<file path="config.mk">
export PLATFORM = sky130hd
export DESIGN_NAME = bus_matrix_rr
export DESIGN_NICKNAME = d
export VERILOG_FILES = /design/src/rtl/bus_pkg.sv /design/src/rtl/rr_arbiter.sv /design/src/rtl/bus_matrix_rr.sv
export SDC_FILE = /design/constraint.sdc
export NUM_CORES = 1
export LEC_CHECK = 0
export CORE_AREA = 2 2 173 175
export CTS_CLUSTER_DIAMETER = 150
export DETAILED_ROUTE_END_ITERATION = 10
export DIE_AREA = 0 0 175 177
export GPL_TIMING_DRIVEN = 0
export PLACE_DENSITY_LB_ADDON = 0.15
export SLEW_MARGIN = 20
export SYNTH_ARGS = -nofsm -noshare
export SYNTH_HDL_FRONTEND = slang
export SYNTH_HIERARCHICAL = 1
export SYNTH_SLANG_ARGS = --single-unit
</file>
<file path="constraint.sdc">
create_clock -name clk -period 2.1 [get_ports clk]
set_input_delay 0.21 -clock clk [delete_from_list [all_inputs] [get_ports clk]]
set_output_delay 0.21 -clock clk [all_outputs]
set_load 0.02 [all_outputs]
</file>
<file path="src/rtl/bus_pkg.sv">
// Shared definitions for the round-robin bus matrix: FSM encoding, default address map,
// and the address-window hit test used by the slave decoder.
// No logic of its own; no latency or backpressure.
package bus_pkg;

  typedef enum logic [1:0] {
    IDLE  = 2'b00,
    GRANT = 2'b01,
    XFER  = 2'b10
  } state_t;

  // Widest address the hit helper handles; callers zero-extend into it.
  localparam int MAX_AW = 64;

  // Two-slave default map: slave 0 = 0x0000..0x07FF, slave 1 = 0x7000..0x71FF.
  localparam logic [31:0] DEF_S_BASE = {16'h7000, 16'h0000};
  localparam logic [31:0] DEF_S_LAST = {16'h71FF, 16'h07FF};

  // Inclusive window test: base <= addr <= last.
  function automatic logic addr_hit(
    input logic [MAX_AW-1:0] addr,
    input logic [MAX_AW-1:0] base,
    input logic [MAX_AW-1:0] last
  );
    return (addr >= base) && (addr <= last);
  endfunction

endpackage

</file>
<file path="src/rtl/rr_arbiter.sv">
// Round-robin pick: first requester at or after ptr, wrapping modulo NUM_M.
// Latency: combinational.  Backpressure: none; the caller decides when to act on the pick.
// Ports: req (requests), ptr (search start) -> gnt (one-hot winner), idx (encoded winner).
module rr_arbiter #(
  parameter int NUM_M = 2,
  parameter int IW    = (NUM_M > 1) ? $clog2(NUM_M) : 1
) (
  input  logic [NUM_M-1:0] req,
  input  logic [IW-1:0]    ptr,
  output logic [NUM_M-1:0] gnt,
  output logic [IW-1:0]    idx
);

  function automatic int slot(input logic [IW-1:0] p, input int ofs);
    return (int'(p) + ofs) % NUM_M;
  endfunction

  always_comb begin
    gnt = '0;
    idx = '0;
    // Scan from the farthest slot back towards ptr so the nearest requester is written last.
    for (int i = NUM_M - 1; i >= 0; i--) begin
      if ((req & (NUM_M'(1) << slot(ptr, i))) != '0) begin
        gnt = NUM_M'(1) << slot(ptr, i);
        idx = IW'(slot(ptr, i));
      end
    end
  end

endmodule

</file>
<file path="src/rtl/bus_matrix_rr.sv">
// Shared NUM_M x NUM_S bus: round-robin master arbitration, window decode, one transfer at a time.
// Latency from request seen in IDLE: grant +1, slave select +2, write/miss done +2, read done +1+RD_LAT.
// Backpressure: losing masters simply hold m_req; dropping the owner's m_req aborts the transfer.
// Ports: clk, reset_n; master side m_req/m_wr/m_addr/m_dout in, m_grant/m_din/m_done/m_err out;
//        slave side s_sel/s_addr/s_wr/s_din out, s_dout in (packed per slave).
module bus_matrix_rr
  import bus_pkg::*;
#(
  parameter int                  NUM_M  = 2,
  parameter int                  NUM_S  = 2,
  parameter int                  AW     = 16,
  parameter int                  DW     = 64,
  parameter int                  RD_LAT = 2,
  parameter logic [NUM_S*AW-1:0] S_BASE = DEF_S_BASE,
  parameter logic [NUM_S*AW-1:0] S_LAST = DEF_S_LAST
) (
  input  logic                clk,
  input  logic                reset_n,
  input  logic [NUM_M-1:0]    m_req,
  input  logic [NUM_M-1:0]    m_wr,
  input  logic [NUM_M*AW-1:0] m_addr,
  input  logic [NUM_M*DW-1:0] m_dout,
  output logic [NUM_M-1:0]    m_grant,
  output logic [DW-1:0]       m_din,
  output logic                m_done,
  output logic                m_err,
  output logic [NUM_S-1:0]    s_sel,
  output logic [AW-1:0]       s_addr,
  output logic                s_wr,
  output logic [DW-1:0]       s_din,
  input  logic [NUM_S*DW-1:0] s_dout
);

  localparam int OW = (NUM_M > 1) ? $clog2(NUM_M) : 1;
  localparam int CW = $clog2(RD_LAT + 1);

  state_t           state;
  state_t           state_nxt;
  logic [OW-1:0]    ptr;
  logic [OW-1:0]    ptr_nxt;
  logic [OW-1:0]    owner;
  logic [CW-1:0]    cnt;
  logic [NUM_M-1:0] arb_gnt;
  logic [OW-1:0]    arb_idx;
  logic [NUM_S-1:0] dec_sel;
  logic             owner_req;
  logic             owner_wr;
  logic [AW-1:0]    owner_addr;
  logic [DW-1:0]    owner_dout;
  logic             miss;
  logic             xfer_last;

  rr_arbiter #(.NUM_M(NUM_M), .IW(OW)) u_arb (
    .req (m_req),
    .ptr (ptr),
    .gnt (arb_gnt),
    .idx (arb_idx)
  );

  assign owner_req  = m_req[owner];
  assign owner_wr   = m_wr[owner];
  assign owner_addr = m_addr[int'(owner)*AW +: AW];
  assign owner_dout = m_dout[int'(owner)*DW +: DW];
  assign ptr_nxt    = (owner == OW'(NUM_M - 1)) ? '0 : owner + OW'(1);

  // A cleared select while transferring can only come from a decode miss.
  assign miss      = (s_sel == '0);
  assign xfer_last = miss | owner_wr | (cnt == CW'(RD_LAT - 1));

  // Lowest slave index wins on overlapping windows: it is assigned last.
  always_comb begin
    dec_sel = '0;
    for (int i = NUM_S - 1; i >= 0; i--) begin
      if (addr_hit(MAX_AW'(owner_addr), MAX_AW'(S_BASE[i*AW +: AW]), MAX_AW'(S_LAST[i*AW +: AW]))) begin
        dec_sel = NUM_S'(1) << i;
      end
    end
  end

  always_ff @(posedge clk or negedge reset_n) begin
    if (!reset_n) begin
      state <= IDLE;
    end else begin
      state <= state_nxt;
    end
  end

  always_comb begin
    state_nxt = state;
    m_done    = 1'b0;
    m_err     = 1'b0;
    case (state)
      IDLE: begin
        if (|m_req) state_nxt = GRANT;
      end
      GRANT: begin
        state_nxt = owner_req ? XFER : IDLE;
      end
      XFER: begin
        // Abort takes priority: no completion is reported once the owner lets go.
        if (!owner_req) begin
          state_nxt = IDLE;
        end else if (xfer_last) begin
          state_nxt = IDLE;
          m_done    = 1'b1;
          m_err     = miss;
        end
      end
      default: state_nxt = IDLE;
    endcase
  end

  always_ff @(posedge clk or negedge reset_n) begin
    if (!reset_n) begin
      owner   <= '0;
      ptr     <= '0;
      cnt     <= '0;
      m_grant <= '0;
      s_sel   <= '0;
    end else begin
      case (state)
        IDLE: begin
          if (|m_req) begin
            owner   <= arb_idx;
            m_grant <= arb_gnt;
          end
        end
        GRANT: begin
          if (owner_req) begin
            s_sel <= dec_sel;
            cnt   <= '0;
          end else begin
            m_grant <= '0;
            ptr     <= ptr_nxt;
          end
        end
        XFER: begin
          if (state_nxt == IDLE) begin
            m_grant <= '0;
            s_sel   <= '0;
            ptr     <= ptr_nxt;
          end else begin
            cnt <= cnt + CW'(1);
          end
        end
        default: ;
      endcase
    end
  end

  // Owner's request is presented to the slaves for the whole GRANT/XFER span.
  assign s_addr = (state != IDLE) ? owner_addr : '0;
  assign s_wr   = (state != IDLE) ? owner_wr   : 1'b0;
  assign s_din  = (state != IDLE) ? owner_dout : '0;

  always_comb begin
    m_din = '0;
    for (int i = 0; i < NUM_S; i++) begin
      if (s_sel[i]) m_din = s_dout[i*DW +: DW];
    end
  end

endmodule
</file>
==> flow_summary.json, run 1 <==
{
  "crit_required_ns": 1.89,
  "max_freq_mhz": 498,
  "cts-htree-levels": 1,
  "yosysSeqAreaShare_pct": 9.62,
  "io_pins": 445,
  "grt_max_degree": 11,
  "clk_pin_slew_ns": 0.04,
  "powerDensity_nw_per_um2": 961,
  "timing.rr.end": "m_grant[1]",
  "synth_commonest_cells": "nor2_1, mux2i_1, a22o_1, clkbuf_1, dfrtp_1",
  "synthArstFlopShare_pct": 100,
  "synth_nets": 644,
  "startpoint_type": "flip-flop",
  "synth_area_sq_um": 2600,
  "reg2reg_depth": 7,
  "hp-class": "input port to async pin",
  "yosysTopAreaCellShare_pct": 30.4,
  "first_iter_violations": 143,
  "grt_pass1_wl_mm": 30.4,
  "port-buffer-count": 444,
  "ys.flop_type": "dfrtp_1",
  "finClkSkew_ns": 0.00248,
  "via_per_inst": 3.76,
  "period_share_pct": 95.6,
  "p_leak_nw": 3.48,
  "cts_made_buffers": 3,
  "synthesis.instances": 345,
  "drc": 0,
  "dieWidth_um": 175,
  "startpoint": "state[0]",
  "gr-usage-met1_pct": 10.9,
  "synth_most_common_cell": "nor2_1",
  "max_slew_margin_pct": 63.7,
  "synth.area.top_cells": "mux2i_1, a22o_1, nor2_1, dfrtp_1, clkbuf_1",
  "finalPower_mw": 7.36,
  "grt_antenna_before_repair": 6,
  "finalNetCount": 1094,
  "cts_tree": "done",
  "wire_per_inst_um": 18.7,
  "grtUsageTotal_pct": 13.3,
  "totalWireLength_mm": 22.2,
  "firstDrtPassIters": 4,
  "final_util_pct": 26.2,
  "top_usage_layer": "met2",
  "setup_violations": 0,
  "finalMaxSlewViolations": 0,
  "std_cell_rows": 63,
  "cts_buffer_depth": 2,
  "grt_overflow_total": 0,
  "dp_hpwl_mm": 19.7,
  "synth_mux_area_share_pct": 33.2,
  "worstPathMaxFanout": 10,
  "synth_edf_count": 0,
  "die_h_um": 177,
  "critPathArrivalTime_ns": 1.80,
  "rsz0062_at_grt": "false",
  "min_period_ns": 2.01,
  "detail-route-antenna-nets": 0,
  "gp_congestion": 0.824,
  "start_util_pct": 8.89,
  "status": "finished clean",
  "drive_gt1_share_pct": 10.2,
  "rr_startpoint": "state[0]",
  "grtUsageMet3_pct": 4.68,
  "end_kind": "output pin",
  "r2r_setup_slack_ns": 0.12,
  "cts_root_buffer": "clkbuf_16",
  "synth_fa_ha_area_share_pct": 2.41,
  "ir_drop_mv": 0.561,
  "synthSimpleGateAreaFrac_pct": 20.1,
  "core-area_sq_um": 29200,
  "synth_warnings": 6,
  "ctsHoldBuffers": 0,
  "dieArea_sq_um": 31000,
  "met2_usage_pct": 29.4,
  "yosysUniqueCellTypes": 43,
  "hold_viol_final": 0,
  "fin_cells": 1189,
  "synth_top_family_by_area": "multiplexers",
  "dp_cells": 1179,
  "ys_seq_elements": 10,
  "path_class": "flip-flop to output pin",
  "cts.sinks": 10,
  "insertion_delay_ns": 0.24,
  "area_growth_syn_to_layout_pct": 195,
  "cap_violations": 0,
  "cp-endpoint": "s_din[39]",
  "tightest_slew_ns": 0.543,
  "synth_top_area_cell": "mux2i_1",
  "synth_xor_area_share_pct": 0,
  "syn_avg_cell_area_sq_um": 7.54,
  "synth-compound-area-share_pct": 28.2,
  "first_global_vias": 4717,
  "routed-via-count": 4476
}
[per-layer routing]
layer	up-vias	routed length, um
met5	-	23
met2	274	13000
li1	2183	-
met3	18	2170
met1	1997	6630
met4	4	396
[flip-flops by register name, summed over array words and instances, names as in the netlist]
signal / flops
cnt: 2
s_sel: 2
owner: 1
state: 2
m_grant: 2
ptr: 1
[layout by cell type (no fill, tap or decap), drive strengths merged]
cell,n
a22o,64
nand2,4
o31ai,1
nand2b,5
o21a,1
nor4,2
nor3,3
o211ai,1
a21boi,2
nand4,2
mux2,4
dlygate4sd2,117
a2111o,1
nand4b,1
clkdlybuf4s50,299
clkdlybuf4s15,11
o41ai,1
ha,5
o21bai,2
buf,21
nor2b,5
or3b,1
nor4b,1
a21oi,6
dfrtp,10
diode,5
a221oi,1
o32ai,1
clkbuf,35
nor3b,1
nand3,6
o21ai,5
a21o,1
inv,6
nor2,87
mux2i,80
o2bb2ai,1
[logic make-up (layout without fill, tap and decap cells)]
| family | after synthesis | in the layout |
|---|---|---|
| other | 0 | 5 |
| buffers and inverters | 40 | 489 |
| and+or+nand+nor | 118 | 118 |
| DFF | 10 | 10 |
| adders and majority gates | 5 | 5 |
| AOI/OAI and AO/OA | 88 | 88 |
| muxes | 84 | 84 |
[metrics by stage]
step / instance area [sq um] / TNS [ns] / hold WS (ns) / setup WS [ns]
after floorplan: 2600 / 0 / -0.0856 / 0.342
after global placement: 7530 / -86.51 / 0.499 / -0.884
after detailed placement: 7530 / -87.58 / 0.492 / -0.886
after CTS: 7680 / 0 / 0.340 / 0.0119
after global routing: 7660 / 0 / 0.365 / 0.000170
final: 7660 / 0 / 0.331 / 0.0929
[power by group]
group	internal, mW	switching (mW)
Sequential	0.274	0.0747
Clock	0.287	0.0940
Combinational	2.92	3.71
[critical path, stage by stage (launching register included)]
cell	delay, ns
dfrtp_2	0.42
inv_1	0.10
ha_4	0.20
clkbuf_8	0.17
clkbuf_8	0.18
nor2_1	0.19
clkdlybuf4s15_2	0.30
[worst min path at each step]
stage                            end  slack [ns]  cells after the start        from
after floorplan               cnt[0]       -0.09                      0     reset_n
after global placement    m_grant[1]        0.50                      1  m_grant[1]
after detailed placement  m_grant[1]        0.49                      1  m_grant[1]
after CTS                      owner        0.34                      1     reset_n
after global routing          cnt[1]        0.36                      1     reset_n
final                          owner        0.33                      1     reset_n
[cell type report]
class,instances,area (sq um)
timing repair buffer,445,4230
sequential,10,254
fill,3216,21600
tap,390,488
inverter,6,22.5
buffer,34,290
clock buffer,4,88.8
antenna,5,12.5
multi-input combinational,295,2270
[repair_timing]
item                       in CTS  in global routing
buffers inserted                0                  0
setup endpoints to repair     148                 34
gates resized for setup       258                 31
gates cloned                    1                  0
(Power assumes the default switching activity.)
==> run 2: changes to the inputs <==
--- a/config.mk
+++ b/config.mk
@@ -11,6 +11,7 @@
 export DIE_AREA = 0 0 175 177
 export GPL_TIMING_DRIVEN = 0
 export PLACE_DENSITY_LB_ADDON = 0.15
+export SKIP_CTS_REPAIR_TIMING = 1
 export SLEW_MARGIN = 20
 export SYNTH_ARGS = -nofsm -noshare
 export SYNTH_HDL_FRONTEND = slang
==> constraint.sdc (replaced) <==
create_clock -name clk -period 2.1 [get_ports clk]
set_input_delay 0.63 -clock clk [delete_from_list [all_inputs] [get_ports clk]]
set_output_delay 0.63 -clock clk [all_outputs]
set_load 0.02 [all_outputs]
==> run 2 against run 1 <==
  * The run now ends with negative setup slack left
  * Cell area increased by 12%
  * Sequential cell count unchanged
  * Non-clock buffer count increased by 31
  * Maximum frequency decreased by 9.8%
  * Critical path type unchanged
  * Highest routed layer unchanged
==> flow_summary.json, run 2 (synthesis gave the netlist of run 1 again) <==
{
  "detail-route-antenna-nets": 0,
  "cts-htree-levels": 1,
  "powerDensity_nw_per_um2": 999,
  "grt_overflow_total": 0,
  "die_h_um": 177,
  "firstDrtPassIters": 4,
  "layout_common_cells": "clkdlybuf4s50_1, nor2_1, mux2i_1",
  "violations": "negative setup slack",
  "dp_hpwl_mm": 19.8,
  "wire_per_inst_um": 19.0,
  "area_growth_syn_to_layout_pct": 229,
  "critPathArrivalTime_ns": 1.60,
  "path_class": "flip-flop to output pin",
  "port-buffer-count": 444,
  "netSwitchingFraction_pct": 49.0,
  "min_period_ns": 2.23,
  "end_kind": "output pin",
  "rr_startpoint": "owner",
  "hold_viol_final": 0,
  "tightest_slew_ns": 0.567,
  "cpPeakStageDelay_ns": 0.38,
  "p_leak_nw": 4.03,
  "gp_congestion": 0.832,
  "routed-via-count": 4658,
  "core-area_sq_um": 29200,
  "setup_slack_ns": -0.126,
  "cts_buffer_depth": 2,
  "finalNetCount": 1125,
  "holdCritStartpoint": "m_grant[1]",
  "crit_family": "buffers and inverters",
  "status": "finished, violations left",
  "first_iter_violations": 125,
  "final_cell_area_sq_um": 8560,
  "worstPathMaxFanout": 10,
  "grt_max_degree": 11,
  "startpoint": "owner",
  "p_sw_mw": 4.19,
  "slowest_stage": "dfrtp_1",
  "drive_gt1_share_pct": 31.4,
  "finalPower_mw": 8.56,
  "dieWidth_um": 175,
  "start_util_pct": 8.89,
  "power.share.clock_pct": 4.5,
  "grt_pass1_wl_mm": 30.4,
  "hp-class": "flip-flop to flip-flop",
  "crit_top_cell": "buf_12",
  "final_common_cell": "clkdlybuf4s50_1",
  "path_cells": "buf_8 > buf_12 > buf_12 > mux2i_1 > nor2_2 > buf_4",
  "period_share_pct": 106,
  "cts.sinks": 10,
  "rsz0062_at_grt": "true",
  "cts_root_buffer": "clkbuf_16",
  "via_per_inst": 3.81,
  "first_global_vias": 4674,
  "finClkSkew_ns": 0.00303,
  "holdWs_ns": 0.510,
  "dieArea_sq_um": 31000,
  "startpoint_type": "flip-flop",
  "pre_cts_ws_ns": -1.35,
  "placed_area_sq_um": 7540,
  "setup_violations": 60,
  "cts_made_buffers": 3,
  "pwr-share-comb_pct": 91.6,
  "final_util_pct": 29.3,
  "critPathBufInv": 4,
  "drc": 0,
  "grt_antenna_before_repair": 8,
  "cap_violations": 0,
  "io_pins": 445,
  "totalWireLength_mm": 23.2,
  "max_slew_margin_pct": 62.1,
  "std_cell_rows": 63,
  "cts_tree": "done",
  "clk_pin_slew_ns": 0.04,
  "n_fill_cell": 3139,
  "max_freq_mhz": 449,
  "crit_required_ns": 1.47,
  "insertion_delay_ns": 0.24,
  "ir_drop_mv": 0.590,
  "finalMaxSlewViolations": 0,
  "grtUsageTotal_pct": 13.3,
  "pwr-share-seq_pct": 3.8,
  "intPower_mw": 4.36
}
==> run 2: cell count changes in the layout (fill, tap and decap cells not counted), sizes merged <==
cell and change:
dlygate4sd2 -117, buf +143, diode +1, clkdlybuf4s50 -20, clkdlybuf4s15 -11, clkbuf +3
dlymetal6s2s +33
==> run 2: path summary, 6_finish.rpt <==
path	endpoint	slack, ns	cells after the start
setup / recovery	s_din[60]	-0.13	6
max in group asynchronous	s_sel[1]	0.94	1
setup reg to reg	m_grant[1]	0.02	8
min in group asynchronous	cnt[0]	0.76	1
hold / removal	m_grant[1]	0.51	1
hold reg to reg	m_grant[1]	0.51	1
==> run 2: cell type report <==
cell class / count / area (sq um) / share of cell area [%]
Clock buffer: 4 / 88.8 / 1.04
Buffer: 34 / 490 / 5.73
Timing Repair Buffer: 476 / 4730 / 55.2
Inverter: 6 / 25.0 / 0.292
Antenna cell: 6 / 15.0 / 0.175
Tap cell: 390 / 488 / 5.70
Multi-Input combinational cell: 295 / 2480 / 28.9
Sequential cell: 10 / 255 / 2.98
==> run 2: power groups by stage <==
stage                     Combinational [mW]  Clock (mW)  Sequential [mW]
after floorplan                         3.58           0            0.350
after global placement                  7.07           0            0.348
after detailed placement                7.01           0            0.347
after CTS                               7.04       0.396            0.344
after global routing                    8.37       0.406            0.339
final                                   7.84       0.387            0.327
==> run 2: worst reg2reg max path: cells and delay by family, from the launching register on <==
kind,cells,cell delay (ns)
AO/OA/AOI/OAI,1,0.14
buffers and inverters,3,0.40
flip-flops,1,0.38
multiplexers,2,0.63
AND/OR/NAND/NOR,2,0.41
==> run 2: routing by layer <==
metal	routed length, um	GRT usage (%)
met3	2130	4.32
met4	394	3.40
met5	27	0
met1	6760	11.1
met2	13900	29.1
==> run 2: stage by stage <==
stage	instances	setup TNS, ns
global placement	1179	-157.43
finish	1221	-2.26
detailed placement	1179	-155.89
global route	1219	-9.33
CTS	1183	-192.85
floorplan	345	0
